[src/rtl/uart_tx_arbiter_pkg.sv]
// Shared types and constants for the UART transmitter arbiter slice.
package uart_tx_arbiter_pkg;

  localparam int BYTE_W   = 8;
  localparam int THRESH_W = 6;
  localparam int BAUD_W   = 2;

  localparam logic [THRESH_W-1:0] RST_THRESHOLD = 6'd48;
  localparam logic [BAUD_W-1:0]   RST_BAUD      = 2'd0;

  typedef enum logic {
    IDLE = 1'b0,
    SEND = 1'b1
  } state_e;

endpackage

[src/rtl/uart_tx_arbiter_if.sv]
// Requester byte streams plus the configuration handshake.
// The master side is the requester/host, the slave side is the arbiter.
interface uart_tx_arbiter_if #(
  parameter int NUM_REQ = 4
);
  import uart_tx_arbiter_pkg::*;

  logic [NUM_REQ-1:0]        req_valid;
  logic [NUM_REQ*BYTE_W-1:0] req_data;
  logic [NUM_REQ-1:0]        req_last;
  logic [NUM_REQ-1:0]        req_ready;
  logic                      cfg_valid;
  logic [THRESH_W-1:0]       cfg_threshold;
  logic [BAUD_W-1:0]         cfg_baudrate;
  logic                      cfg_ready;

  modport master (
    output req_valid, req_data, req_last, cfg_valid, cfg_threshold, cfg_baudrate,
    input  req_ready, cfg_ready
  );

  modport slave (
    input  req_valid, req_data, req_last, cfg_valid, cfg_threshold, cfg_baudrate,
    output req_ready, cfg_ready
  );

endinterface

[src/rtl/uart_tx_arbiter_rr_picker.sv]
// rr_picker: combinational round-robin pick. Returns the first set request
// at or after ptr (wrapping), as a one-hot vector, plus a found flag.
module rr_picker #(
  parameter int NUM_REQ = 4,
  parameter int PTR_W   = 2
) (
  input  logic [NUM_REQ-1:0] req,
  input  logic [PTR_W-1:0]   ptr,
  output logic [NUM_REQ-1:0] pick,
  output logic               found
);

  logic [NUM_REQ-1:0] rot_req_s;
  logic [NUM_REQ-1:0] rot_pick_s;
  logic               seen_s;

  // Rotate so ptr sits at bit 0, take the lowest hit, rotate the hit back
  always_comb begin
    rot_req_s  = {NUM_REQ{1'b0}};
    rot_pick_s = {NUM_REQ{1'b0}};
    pick       = {NUM_REQ{1'b0}};
    seen_s     = 1'b0;
    for (int k = 0; k < NUM_REQ; k++) begin
      for (int p = 0; p < NUM_REQ; p++) begin
        rot_req_s[k] = rot_req_s[k] | (req[(p + k) % NUM_REQ] & (ptr == PTR_W'(p)));
      end
    end
    for (int k = 0; k < NUM_REQ; k++) begin
      rot_pick_s[k] = rot_req_s[k] & ~seen_s;
      seen_s        = seen_s | rot_req_s[k];
    end
    for (int k = 0; k < NUM_REQ; k++) begin
      for (int p = 0; p < NUM_REQ; p++) begin
        pick[(p + k) % NUM_REQ] = pick[(p + k) % NUM_REQ] | (rot_pick_s[k] & (ptr == PTR_W'(p)));
      end
    end
    found = |req;
  end

endmodule

[src/rtl/uart_tx_arbiter.sv]
// uart_tx_arbiter: packet-granular round-robin sharing of one UART transmitter,
// owning its threshold/baud config. Stall release on a silent owner: UART_TX_ARB_TIMEOUT_EN.
module uart_tx_arbiter
  import uart_tx_arbiter_pkg::*;
#(
  parameter int                  NUM_REQ           = 4,
  parameter logic [THRESH_W-1:0] DEFAULT_THRESHOLD = RST_THRESHOLD,
  parameter logic [BAUD_W-1:0]   DEFAULT_BAUD      = RST_BAUD,
  parameter int                  TIMEOUT_CYCLES    = 1024
) (
  input  logic                clock,
  input  logic                reset,
  uart_tx_arbiter_if.slave    req_if,
  input  logic                tx_buffer_full,
  output logic                tx_write_enable,
  output logic [BYTE_W-1:0]   tx_data,
  output logic [THRESH_W-1:0] tx_buffer_full_threshold,
  output logic [BAUD_W-1:0]   tx_baudrate_select,
  output logic [NUM_REQ-1:0]  grant,
  output logic                busy,
  output logic                timeout
);

  localparam int PTR_W = (NUM_REQ > 1) ? $clog2(NUM_REQ) : 1;

  state_e              state_q, state_d;
  logic [NUM_REQ-1:0]  grant_q, grant_d;
  logic [PTR_W-1:0]    owner_q, owner_d;
  logic [PTR_W-1:0]    ptr_q, ptr_d;
  logic                we_q, we_d;
  logic [BYTE_W-1:0]   data_q, data_d;
  logic [THRESH_W-1:0] thr_q, thr_d;
  logic [BAUD_W-1:0]   baud_q, baud_d;
  logic                timeout_q, timeout_d;

  logic [NUM_REQ-1:0]  pick_s;
  logic                found_s;
  logic [PTR_W-1:0]    pick_idx_s;
  logic [PTR_W-1:0]    next_ptr_s;
  logic [NUM_REQ-1:0]  ready_s;
  logic                cfg_ready_s;
  logic [BYTE_W-1:0]   beat_data_s;
  logic                beat_s;
  logic                beat_last_s;
  logic                stall_hit_s;

  rr_picker #(
    .NUM_REQ (NUM_REQ),
    .PTR_W   (PTR_W)
  ) u_rr_picker (
    .req   (req_if.req_valid),
    .ptr   (ptr_q),
    .pick  (pick_s),
    .found (found_s)
  );

  // Handshake outputs and the granted requester's view of the byte bus
  always_comb begin
    if (reset && (state_q == SEND) && !tx_buffer_full) begin
      ready_s = grant_q;
    end else begin
      ready_s = {NUM_REQ{1'b0}};
    end
    if (reset && (state_q == IDLE)) begin
      cfg_ready_s = 1'b1;
    end else begin
      cfg_ready_s = 1'b0;
    end
    beat_data_s = {BYTE_W{1'b0}};
    pick_idx_s  = {PTR_W{1'b0}};
    for (int i = 0; i < NUM_REQ; i++) begin
      beat_data_s = beat_data_s | (req_if.req_data[i*BYTE_W +: BYTE_W] & {BYTE_W{grant_q[i]}});
      pick_idx_s  = pick_idx_s | (PTR_W'(i) & {PTR_W{pick_s[i]}});
    end
    beat_s      = |(req_if.req_valid & ready_s);
    beat_last_s = |(req_if.req_last & grant_q);
    next_ptr_s  = (owner_q == PTR_W'(NUM_REQ - 1)) ? {PTR_W{1'b0}} : owner_q + PTR_W'(1);
  end

  assign req_if.req_ready = ready_s;
  assign req_if.cfg_ready = cfg_ready_s;

`ifdef UART_TX_ARB_TIMEOUT_EN
  localparam int CNT_W = $clog2(TIMEOUT_CYCLES + 1);

  logic [CNT_W-1:0] stall_q, stall_d;
  logic             owner_valid_s;

  // Count cycles the owner is silent; cycles held off by a full buffer do not count
  always_comb begin
    owner_valid_s = |(req_if.req_valid & grant_q);
    stall_hit_s   = 1'b0;
    if ((state_q != SEND) || beat_s) begin
      stall_d = {CNT_W{1'b0}};
    end else if (!owner_valid_s) begin
      stall_d     = stall_q + CNT_W'(1);
      stall_hit_s = (stall_d == CNT_W'(TIMEOUT_CYCLES));
    end else begin
      stall_d = stall_q;
    end
  end

  // Stall counter register
  always_ff @(posedge clock or negedge reset) begin
    if (!reset) begin
      stall_q <= {CNT_W{1'b0}};
    end else begin
      stall_q <= stall_d;
    end
  end
`else
  assign stall_hit_s = 1'b0;

  // The stall limit only matters when the release feature is built in
  if (TIMEOUT_CYCLES < 1) begin : g_timeout_unused
  end
`endif

  // Next-state: config wins over arbitration in IDLE; owner keeps the port until its last byte
  always_comb begin
    state_d   = state_q;
    grant_d   = grant_q;
    owner_d   = owner_q;
    ptr_d     = ptr_q;
    we_d      = 1'b0;
    data_d    = data_q;
    thr_d     = thr_q;
    baud_d    = baud_q;
    timeout_d = 1'b0;
    case (state_q)
      IDLE: begin
        if (req_if.cfg_valid) begin
          thr_d  = req_if.cfg_threshold;
          baud_d = req_if.cfg_baudrate;
        end else if (found_s) begin
          state_d = SEND;
          grant_d = pick_s;
          owner_d = pick_idx_s;
        end else begin
          state_d = IDLE;
        end
      end
      SEND: begin
        if (beat_s) begin
          we_d   = 1'b1;
          data_d = beat_data_s;
          if (beat_last_s) begin
            state_d = IDLE;
            grant_d = {NUM_REQ{1'b0}};
            ptr_d   = next_ptr_s;
          end else begin
            state_d = SEND;
          end
        end else if (stall_hit_s) begin
          state_d   = IDLE;
          grant_d   = {NUM_REQ{1'b0}};
          ptr_d     = next_ptr_s;
          timeout_d = 1'b1;
        end else begin
          state_d = SEND;
        end
      end
      default: begin
        state_d = IDLE;
        grant_d = {NUM_REQ{1'b0}};
      end
    endcase
  end

  // State and registered transmitter-facing outputs
  always_ff @(posedge clock or negedge reset) begin
    if (!reset) begin
      state_q   <= IDLE;
      grant_q   <= {NUM_REQ{1'b0}};
      owner_q   <= {PTR_W{1'b0}};
      ptr_q     <= {PTR_W{1'b0}};
      we_q      <= 1'b0;
      data_q    <= {BYTE_W{1'b0}};
      thr_q     <= DEFAULT_THRESHOLD;
      baud_q    <= DEFAULT_BAUD;
      timeout_q <= 1'b0;
    end else begin
      state_q   <= state_d;
      grant_q   <= grant_d;
      owner_q   <= owner_d;
      ptr_q     <= ptr_d;
      we_q      <= we_d;
      data_q    <= data_d;
      thr_q     <= thr_d;
      baud_q    <= baud_d;
      timeout_q <= timeout_d;
    end
  end

  assign tx_write_enable          = we_q;
  assign tx_data                  = data_q;
  assign tx_buffer_full_threshold = thr_q;
  assign tx_baudrate_select       = baud_q;
  assign grant                    = grant_q;
  assign busy                     = (state_q == SEND);
  assign timeout                  = timeout_q;

endmodule

[src/flat_wrapper.sv]
// flat-port wrapper written by rule: the top's interface ports become plain ports
module uart_tx_arbiter_flat import uart_tx_arbiter_pkg::*;
#(
  parameter int                  NUM_REQ           = 4,
  parameter logic [THRESH_W-1:0] DEFAULT_THRESHOLD = RST_THRESHOLD,
  parameter logic [BAUD_W-1:0]   DEFAULT_BAUD      = RST_BAUD,
  parameter int                  TIMEOUT_CYCLES    = 1024
)
  (clock, reset, tx_buffer_full, tx_write_enable, tx_data, tx_buffer_full_threshold, tx_baudrate_select, grant, busy, timeout, req_if_req_valid, req_if_req_data, req_if_req_last, req_if_cfg_valid, req_if_cfg_threshold, req_if_cfg_baudrate, req_if_req_ready, req_if_cfg_ready);
  uart_tx_arbiter_if #(.NUM_REQ(NUM_REQ)) req_if_i ();
  input  logic clock;
  input  logic reset;
  input  logic tx_buffer_full;
  output logic tx_write_enable;
  output logic [BYTE_W-1:0] tx_data;
  output logic [THRESH_W-1:0] tx_buffer_full_threshold;
  output logic [BAUD_W-1:0] tx_baudrate_select;
  output logic [NUM_REQ-1:0] grant;
  output logic busy;
  output logic timeout;
  input wire logic [$bits(req_if_i.req_valid)-1:0] req_if_req_valid;
  input wire logic [$bits(req_if_i.req_data)-1:0] req_if_req_data;
  input wire logic [$bits(req_if_i.req_last)-1:0] req_if_req_last;
  input wire logic [$bits(req_if_i.cfg_valid)-1:0] req_if_cfg_valid;
  input wire logic [$bits(req_if_i.cfg_threshold)-1:0] req_if_cfg_threshold;
  input wire logic [$bits(req_if_i.cfg_baudrate)-1:0] req_if_cfg_baudrate;
  output wire logic [$bits(req_if_i.req_ready)-1:0] req_if_req_ready;
  output wire logic [$bits(req_if_i.cfg_ready)-1:0] req_if_cfg_ready;
  assign req_if_i.req_valid = req_if_req_valid;
  assign req_if_i.req_data = req_if_req_data;
  assign req_if_i.req_last = req_if_req_last;
  assign req_if_i.cfg_valid = req_if_cfg_valid;
  assign req_if_i.cfg_threshold = req_if_cfg_threshold;
  assign req_if_i.cfg_baudrate = req_if_cfg_baudrate;
  assign req_if_req_ready = req_if_i.req_ready;
  assign req_if_cfg_ready = req_if_i.cfg_ready;
  uart_tx_arbiter #(.NUM_REQ(NUM_REQ), .DEFAULT_THRESHOLD(DEFAULT_THRESHOLD), .DEFAULT_BAUD(DEFAULT_BAUD), .TIMEOUT_CYCLES(TIMEOUT_CYCLES)) u_core (.clock(clock), .reset(reset), .req_if(req_if_i), .tx_buffer_full(tx_buffer_full), .tx_write_enable(tx_write_enable), .tx_data(tx_data), .tx_buffer_full_threshold(tx_buffer_full_threshold), .tx_baudrate_select(tx_baudrate_select), .grant(grant), .busy(busy), .timeout(timeout));
endmodule
[config.mk]
export PLATFORM = sky130hd
export DESIGN_NAME = uart_tx_arbiter_flat
export DESIGN_NICKNAME = d
export VERILOG_FILES = /design/src/rtl/uart_tx_arbiter_pkg.sv /design/src/rtl/uart_tx_arbiter_if.sv /design/src/rtl/uart_tx_arbiter_rr_picker.sv /design/src/rtl/uart_tx_arbiter.sv /design/src/flat_wrapper.sv
export SDC_FILE = /design/constraint.sdc
export NUM_CORES = 1
export LEC_CHECK = 0
export CAP_MARGIN = 20
export CELL_PAD_IN_SITES_DETAIL_PLACEMENT = 1
export CELL_PAD_IN_SITES_GLOBAL_PLACEMENT = 1
export CORE_MARGIN = 4
export CORE_UTILIZATION = 24
export DETAILED_ROUTE_END_ITERATION = 8
export PLACE_DENSITY_LB_ADDON = 0.1
export SLEW_MARGIN = 30
export SYNTH_ARGS = -nofsm -noshare
export SYNTH_HDL_FRONTEND = slang
export SYNTH_SLANG_ARGS = --single-unit
[constraint.sdc]
create_clock -name clock -period 1.5 [get_ports clock]
set_clock_uncertainty 0.15 [all_clocks]
set_input_delay 0.45 -clock clock [delete_from_list [all_inputs] [get_ports clock]]
set_output_delay 0.45 -clock clock [all_outputs]
set_load 0.01 [all_outputs]
==> flow_metrics.env, run 1 <==
export IMPL_netlist_area_um2=1309
export IMPL_start_util=0.2514
export IMPL_cts_hold_buf=0
export IMPL_cp_max_fo=4
export IMPL_drive_gt1_frac=0.5021
export IMPL_grt_pass1_wl_um=9080
export IMPL_dp_hpwl_um=4012
export IMPL_dr_pass1_iters=4
export IMPL_violations="negative setup slack"
export IMPL_place_area_um2=2323
export IMPL_cts_buffers=3
export IMPL_layout_min_cycle_time_ns=1.877
export IMPL_critPathKind="flop to flop"
export IMPL_required_ns=1.52
export IMPL_hold_viol=0
export IMPL_grt_overflow=0
export IMPL_worstSetupEndpointType="flop"
export IMPL_avgSynthCellArea_um2=10.39
export IMPL_place_ws_ns=-0.9972
export IMPL_crit_arrival_ns=1.89
export IMPL_critPathLaunchType="flop"
export IMPL_wirelength_um=6030
export IMPL_setup_tns_ns=-6.234
export IMPL_first_global_vias=1719
export IMPL_layout_common_cells="clkdlybuf4s50_1, buf_6, buf_4"
export IMPL_fp_dieW_um=81.85
export IMPL_cts_htree_levels=1
export IMPL_core_um2=5205
export IMPL_avgViaCountPerCell=4.836
export IMPL_status="finished with violations"
export IMPL_hold_path_class="input port to async pin"
export IMPL_power_density_nw_per_um2=1643
export IMPL_fp_dieArea_um2=6699
export IMPL_numPortBuffers=78
export IMPL_instances_no_fill=311
export IMPL_fin_ws_ns=-0.3773
export IMPL_cts_tree="done"
export IMPL_nFillCells=572
export IMPL_vdd_drop_max_mv=0.5620
export IMPL_ys_types=29
export IMPL_post_route_period_util=1.252
export IMPL_rows=26
export IMPL_seqCellArea_um2=655.6
export IMPL_yosys_register_bits=26
export IMPL_area_growth_pct=108.8
export IMPL_maxSlewViolCount=0
export IMPL_io_pins=80
export IMPL_cts_buffer_depth=2
export IMPL_dpl_cell_count=289
export IMPL_grt_max_degree=27
export IMPL_clk_insertion_delay_late_ns=0.27
export IMPL_grt_usage=0.1783
export IMPL_post_drt_wl_per_cell_um=19.39
export IMPL_die_h_um=81.85
export IMPL_gp_congestion=0.7687
export IMPL_drtIter0Drc=68
export IMPL_cap_violations=0
export IMPL_rsz0062_at_grt="yes"
export IMPL_multi_input_area_um2=815.8
export IMPL_finalSetupViolCount=28
export IMPL_cts_root_buf="clkbuf_8"
export IMPL_antenna_found_initial=0
export IMPL_n_antenna_cell=0
export IMPL_design_area_um2=2733
export IMPL_drc=0
export IMPL_syn_nets=179
export IMPL_ant_nets=0
export IMPL_dr_total_vias=1504
export IMPL_final_common_cell="clkdlybuf4s50_1"
export IMPL_yosysSeqAreaShare=0.4990
export IMPL_p_leak_nw=1.145
export IMPL_fmax_ghz=0.5327
export IMPL_synthCells=126
export IMPL_cts_sinks=26
export IMPL_path_clk_slew_ns=0.10
export IMPL_yosysWarnings=0
export IMPL_nets=295
-- path summary, 6_finish.rpt --
path,from,end,slack (ns),cells past startpoint
worst max register to register,u_core.busy$_DFF_PN0_,u_core.ptr_q[0]$_DFFE_PN0P_,-0.38,7
worst max-delay path,u_core.busy$_DFF_PN0_,u_core.ptr_q[0]$_DFFE_PN0P_,-0.38,7
worst min-delay path,reset,u_core.ptr_q[1]$_DFFE_PN0P_,0.15,3
worst min register to register,u_core.tx_buffer_full_threshold[3]$_DFFE_PN0P_,u_core.tx_buffer_full_threshold[3]$_DFFE_PN0P_,0.37,1
max in group asynchronous,reset,u_core.tx_buffer_full_threshold[4]$_DFFE_PN1P_,0.75,3
min in group clock,u_core.tx_buffer_full_threshold[3]$_DFFE_PN0P_,u_core.tx_buffer_full_threshold[3]$_DFFE_PN0P_,0.37,1
-- routing by layer --
metal / track usage / share of wire / up-vias
met4: 0.03821 / 0.010 / 0
met3: 0.03180 / 0.045 / 4
met5: 0 / 0 / -
li1: - / - / 704
met2: 0.3279 / 0.54 / 37
met1: 0.2145 / 0.41 / 759
-- cell usage after synthesis, drive strengths merged --
master	count	area (um2)
a31oi	10	62.56
mux2	9	105.1
dfstp	2	52.55
nand2	6	22.52
a211o	1	8.760
a21oi	4	20.02
a211oi	1	7.510
nand2b	1	6.260
clkbuf	5	18.77
o221ai	2	17.52
nor2	14	52.55
o22a	1	8.760
a21boi	1	18.77
and2	5	31.28
o22ai	4	25.02
nor2b	1	6.260
ha	1	12.51
conb	1	3.750
dfrtp	24	600.6
and2b	1	7.510
o311ai	1	8.760
o21ai	3	15.01
a22oi	20	150.1
buf	3	20.01
and3b	1	10.01
inv	3	11.26
nand3	1	5.000
-- through the flow --
step	total power [mW]	utilization	hold slack [ns]
2_1_floorplan	2.093	-	0.004409
3_3_place_gp	3.214	0.4464	0.3420
3_5_place_dp	3.303	0.4464	0.3502
4_1_cts	4.203	0.5058	0.1439
5_1_grt	4.767	0.5250	0.1652
6_report	4.490	0.5250	0.1478
-- where the power goes --
part | internal [mW] | total [mW] | switching [mW]
logic | 1.41 | 2.60 | 1.20
registers | 1.04 | 1.29 | 0.241
clock network | 0.357 | 0.601 | 0.244
-- critical path, cell delays in order (launching register included) --
cell and delay, ns:
dfrtp_1 0.36, and3b_2 0.25, buf_6 0.11, buf_4 0.10, buf_6 0.08, a21boi_4 0.23
and2_4 0.21, mux2_4 0.30
-- repair_timing --
action,4_1_cts,5_1_grt
pin swaps,12,8
gates resized for setup,144,57
buffers inserted,16,8
setup endpoints to repair,53,48
cloned,2,0
-- final cells by class --
type | instances | share of cell area
Timing Repair Buffer | 119 | 0.3993
Multi-Input combinational cell | 89 | 0.2985
Sequential cell | 26 | 0.2399
Tap cell | 70 | 0.03205
Clock buffer | 3 | 0.01511
Clock inverter | 1 | 0.01099
Inverter | 3 | 0.004121
-- kinds of logic (layout without fill, tap and decap cells) --
kind of cell    after synthesis  count (layout)  share of synthesized area
other cells                   1               1                   0.002865
buf+inv                      11             126                    0.03823
mux                           9               9                    0.08031
fa+ha+maj                     1               1                   0.009559
compound gates               48              48                     0.2620
flops                        26              26                     0.4990
simple gates                 30              30                     0.1080
-- sequential cells by signal (all words and copies together), names as in the netlist --
register                         cells
u_core.tx_write_enable               1
u_core.tx_data                       8
u_core.tx_baudrate_select            2
u_core.busy                          1
u_core.ptr_q                         2
u_core.owner_q                       2
u_core.grant                         4
u_core.tx_buffer_full_threshold      6
Note: power is estimated with default switching activity, not from simulation.
==> run 2, diff against run 1 <==
PLACE_DENSITY = 0.87   (was unset)
PLACE_DENSITY_LB_ADDON = unset   (was 0.1)
SKIP_CTS_REPAIR_TIMING = 1   (was unset)
==> run 2 against run 1 <==
  * The run still ends with negative setup slack left
  * Core utilization rose by 0.67 points
  * Clock power rose by 1%
  * Combinational power fell by 6%
  * Wire length rose by 2.8%
  * First-iteration DRC count fell by 40%
  * Final area rose by 1.3%
  * Largest cell class unchanged
==> flow_metrics.env, run 2 (synthesized netlist as in run 1, its figures left out) <==
export IMPL_dr_total_vias=1543
export IMPL_first_global_vias=1553
export IMPL_cts_root_buf="clkbuf_8"
export IMPL_dr_pass1_iters=7
export IMPL_cts_sinks=26
export IMPL_violations="negative setup slack"
export IMPL_worstSetupEndpointType="output pin"
export IMPL_cts_buffers=3
export IMPL_cap_violations=0
export IMPL_post_drt_wl_per_cell_um=20.00
export IMPL_core_um2=5205
export IMPL_cts_buffer_depth=2
export IMPL_vdd_drop_max_mv=0.7076
export IMPL_dp_hpwl_um=4007
export IMPL_p_leak_nw=1.337
export IMPL_path_clk_slew_ns=0.10
export IMPL_antenna_found_initial=1
export IMPL_ant_nets=0
export IMPL_hold_viol=0
export IMPL_grt_usage=0.1483
export IMPL_place_ws_ns=-1.055
export IMPL_grt_pass1_wl_um=7665
export IMPL_r2r_start="u_core.grant[1]$_DFFE_PN0P_"
export IMPL_start_util=0.2514
export IMPL_power_density_nw_per_um2=1577
export IMPL_clk_insertion_delay_late_ns=0.28
export IMPL_fp_dieW_um=81.85
export IMPL_fp_dieArea_um2=6699
export IMPL_cts_tree="done"
export IMPL_die_h_um=81.85
export IMPL_layout_min_cycle_time_ns=1.820
export IMPL_area_growth_pct=111.5
export IMPL_layout_common_cells="clkdlybuf4s50_1, buf_4, dlymetal6s2s_1, dfrtp_1, a22oi_1"
export IMPL_fmax_ghz=0.5495
export IMPL_drtIter0Drc=41
export IMPL_final_common_cell="clkdlybuf4s50_1"
export IMPL_critPathLaunch="u_core.busy$_DFF_PN0_"
export IMPL_dpl_cell_count=293
export IMPL_numPortBuffers=78
export IMPL_setup_tns_ns=-5.542
export IMPL_status="finished with violations"
export IMPL_rsz0062_at_grt="yes"
export IMPL_grt_max_degree=19
export IMPL_avgViaCountPerCell=4.977
export IMPL_wirelength_um=6199
export IMPL_cts_htree_levels=1
export IMPL_required_ns=0.90
export IMPL_instances_no_fill=310
export IMPL_largest_reg_flops=8
export IMPL_finalSetupViolCount=34
export IMPL_critPathLaunchType="flop"
export IMPL_critPathKind="flop to output pin"
export IMPL_cp_max_fo=5
export IMPL_hold_path_class="input port to async pin"
export IMPL_power_mw=4.365
export IMPL_crit_arrival_ns=1.22
export IMPL_maxSlewViolCount=0
export IMPL_grt_overflow=0
export IMPL_rows=26
export IMPL_drive_gt1_frac=0.4059
export IMPL_post_route_period_util=1.213
export IMPL_io_pins=80
export IMPL_gp_congestion=0.7872
export IMPL_nets=293
export IMPL_fin_ws_ns=-0.3199
export IMPL_drc=0
[run 2: final cells by class]
class / count / area, um2
multi-input cells: 89 / 747.0
inverters: 3 / 11.26
flip-flops and latches: 26 / 656.9
clock buffers: 3 / 41.29
clock inverters: 1 / 30.03
diodes: 1 / 2.502
fillers: 561 / 2437
repair buffers: 117 / 1191
well taps: 70 / 87.58
[run 2: worst paths after layout]
check | endpoint | slack, ns | depth (start not counted)
max | req_if_req_ready[2] | -0.32 | 3
min | u_core.tx_data[5]$_DFFE_PN0P_ | 0.03 | 2
max reg2reg | u_core.ptr_q[0]$_DFFE_PN0P_ | -0.26 | 6
min reg2reg | u_core.tx_buffer_full_threshold[0]$_DFFE_PN0P_ | 0.37 | 1
max in group asynchronous | u_core.tx_buffer_full_threshold[4]$_DFFE_PN1P_ | 0.87 | 3
min in group clock | u_core.tx_buffer_full_threshold[0]$_DFFE_PN0P_ | 0.37 | 1
[run 2: worst max-delay path: stages, from the launching register on]
cell and delay (ns):
dfrtp_1 0.42, and3b_2 0.26, and2_4 0.15, buf_6 0.11
[run 2: power breakdown]
group          leakage (nW)  internal [mW]  total, mW  switching (mW)
combinational         0.996           1.39       2.45            1.06
sequential            0.304           1.05       1.30           0.256
clock                0.0357          0.358      0.608           0.251
[run 2: routing by layer]
layer,vias up,global-route usage,share of wire
li1,699,-,-
met1,761,0.1636,0.36
met2,73,0.2738,0.54
met3,10,0.05373,0.072
met4,0,0.02492,0.025
met5,-,0,0
[run 2: metrics by stage]
step                hold slack [ns]  cell area (um2)    util
global route                0.02682             2768  0.5317
global placement             0.3385             2354  0.4522
detailed placement           0.3488             2354  0.4522
floorplan                  0.004409             1314       -
CTS                          0.3758             2425  0.4659
finish                      0.02945             2768  0.5317
==> run 3, diff against run 2 <==
CORE_ASPECT_RATIO = 0.8   (was unset)
==> run 3 against run 2 <==
  * The flow still finishes with violations (negative setup slack)
  * Final area shrank 1.0%
  * Count of clock-buffer cells in the layout is the same
  * Final cell count shrank 4.2%
  * Flip-flop and latch count is the same
  * Fmax shrank 0.91%
  * Largest cell class unchanged
==> flow_metrics.env, run 3 (synthesized netlist as in run 1, its figures left out) <==
export IMPL_status="finished with violations"
export IMPL_violations="negative setup slack"
export IMPL_nFillCells=562
export IMPL_clk_insertion_delay_late_ns=0.27
export IMPL_critical_path_top_delay_family="simple AND/OR/NAND/NOR gates"
export IMPL_design_area_um2=2739
export IMPL_whs_ns=0.1371
export IMPL_drtIter0Drc=48
export IMPL_io_pins=80
export IMPL_cts_tree="done"
export IMPL_layout_min_cycle_time_ns=1.837
export IMPL_post_drt_wl_per_cell_um=19.12
export IMPL_crit_arrival_ns=1.24
export IMPL_avgViaCountPerCell=5.057
export IMPL_first_global_vias=1518
export IMPL_wirelength_um=5679
export IMPL_post_route_period_util=1.224
export IMPL_instances_no_fill=297
export IMPL_grt_max_degree=27
export IMPL_required_ns=0.90
export IMPL_antenna_found_initial=1
export IMPL_cts_root_buf="clkbuf_8"
export IMPL_hold_path_class="input port to async pin"
export IMPL_path_clk_slew_ns=0.09
export IMPL_fp_dieW_um=90.56
export IMPL_rows=23
export IMPL_fin_ws_ns=-0.3366
export IMPL_grt_overflow=0
export IMPL_dp_hpwl_um=3825
export IMPL_cts_htree_levels=1
export IMPL_crit_slowest_cell="dfrtp_1"
export IMPL_path_cells="and3b_2 -> and2_1 -> buf_2"
export IMPL_dr_total_vias=1502
export IMPL_finalSetupViolCount=33
export IMPL_nets=289
export IMPL_drive_gt1_frac=0.4085
export IMPL_place_ws_ns=-0.9498
export IMPL_grt_pass1_wl_um=7514
export IMPL_numPortBuffers=78
export IMPL_power_mw=4.357
export IMPL_critPathBufInv=1
export IMPL_n_antenna_cell=0
export IMPL_rsz0062_at_grt="yes"
export IMPL_dpl_cell_count=282
export IMPL_critPathKind="flop to output pin"
export IMPL_critPathLaunchType="flop"
export IMPL_layout_common_cells="clkdlybuf4s50_1, buf_4, dlymetal6s2s_1"
export IMPL_worstSetupEndpointType="output pin"
export IMPL_area_growth_pct=109.3
export IMPL_cts_sinks=26
export IMPL_grt_usage=0.1392
export IMPL_cts_buffers=3
export IMPL_p_leak_nw=1.346
export IMPL_maxSlewViolCount=0
export IMPL_fin_util=0.5317
export IMPL_dr_pass1_iters=4
export IMPL_core_um2=5151
export IMPL_cap_violations=0
export IMPL_cts_buffer_depth=2
export IMPL_start_util=0.2541
export IMPL_ant_nets=0
export IMPL_place_area_um2=2321
export IMPL_drc=0
export IMPL_die_h_um=74.05
export IMPL_largest_reg_flops=8
export IMPL_fmax_ghz=0.5445
export IMPL_fp_dieArea_um2=6706
export IMPL_gp_congestion=0.8831
export IMPL_final_common_cell="clkdlybuf4s50_1"
export IMPL_hold_viol=0
export IMPL_vdd_drop_max_mv=0.5674
export IMPL_setup_tns_ns=-4.116
export IMPL_cpPeakStageDelay_ns=0.40
export IMPL_cp_max_fo=5
export IMPL_power_density_nw_per_um2=1591
## run 3: cell count changes in the layout (fill, tap and decap cells not counted), sizes merged
cell	delta
clkbuf	-5
dlymetal6s2s	+3
buf	-2
diode	-1
## run 3: final timing paths
kind	start	endpoint	slack (ns)	depth (start not counted)
min reg2reg	u_core.tx_buffer_full_threshold[2]$_DFFE_PN0P_	u_core.tx_buffer_full_threshold[2]$_DFFE_PN0P_	0.36	1
min in group clock	u_core.tx_buffer_full_threshold[2]$_DFFE_PN0P_	u_core.tx_buffer_full_threshold[2]$_DFFE_PN0P_	0.36	1
max reg2reg	u_core.busy$_DFF_PN0_	u_core.ptr_q[0]$_DFFE_PN0P_	-0.17	5
min	reset	u_core.tx_data[2]$_DFFE_PN0P_	0.14	3
max	u_core.busy$_DFF_PN0_	req_if_req_ready[1]	-0.34	3
max in group asynchronous	reset	u_core.tx_buffer_full_threshold[5]$_DFFE_PN1P_	0.77	3
## run 3: worst min-delay path: stages
cell and delay (ns):
dlymetal6s2s_1 0.10, buf_4 0.11, buf_4 0.31
## run 3: where the power goes
part | internal [mW] | switching [mW] | leakage, nW
clock | 0.357 | 0.228 | 0.0357
combinational | 1.41 | 1.04 | 1.01
sequential | 1.05 | 0.268 | 0.303
## run 3: layout make-up
type | instances | area, um2 | area share
multi-input combinational | 89 | 773.2 | 0.2823
tap | 62 | 77.57 | 0.02832
inverter | 3 | 11.26 | 0.004111
timing repair buffer | 113 | 1147 | 0.4189
sequential | 26 | 658.1 | 0.2403
clock inverter | 1 | 30.03 | 0.01096
clock buffer | 3 | 41.29 | 0.01508
## run 3: per-layer routing
metal / GRT usage / routed length [um] / vias up
met4: 0.01528 / 49 / 2
met5: 0 / 7 / -
li1: - / - / 689
met2: 0.2744 / 2942 / 59
met1: 0.1491 / 2306 / 741
met3: 0.05056 / 373 / 11
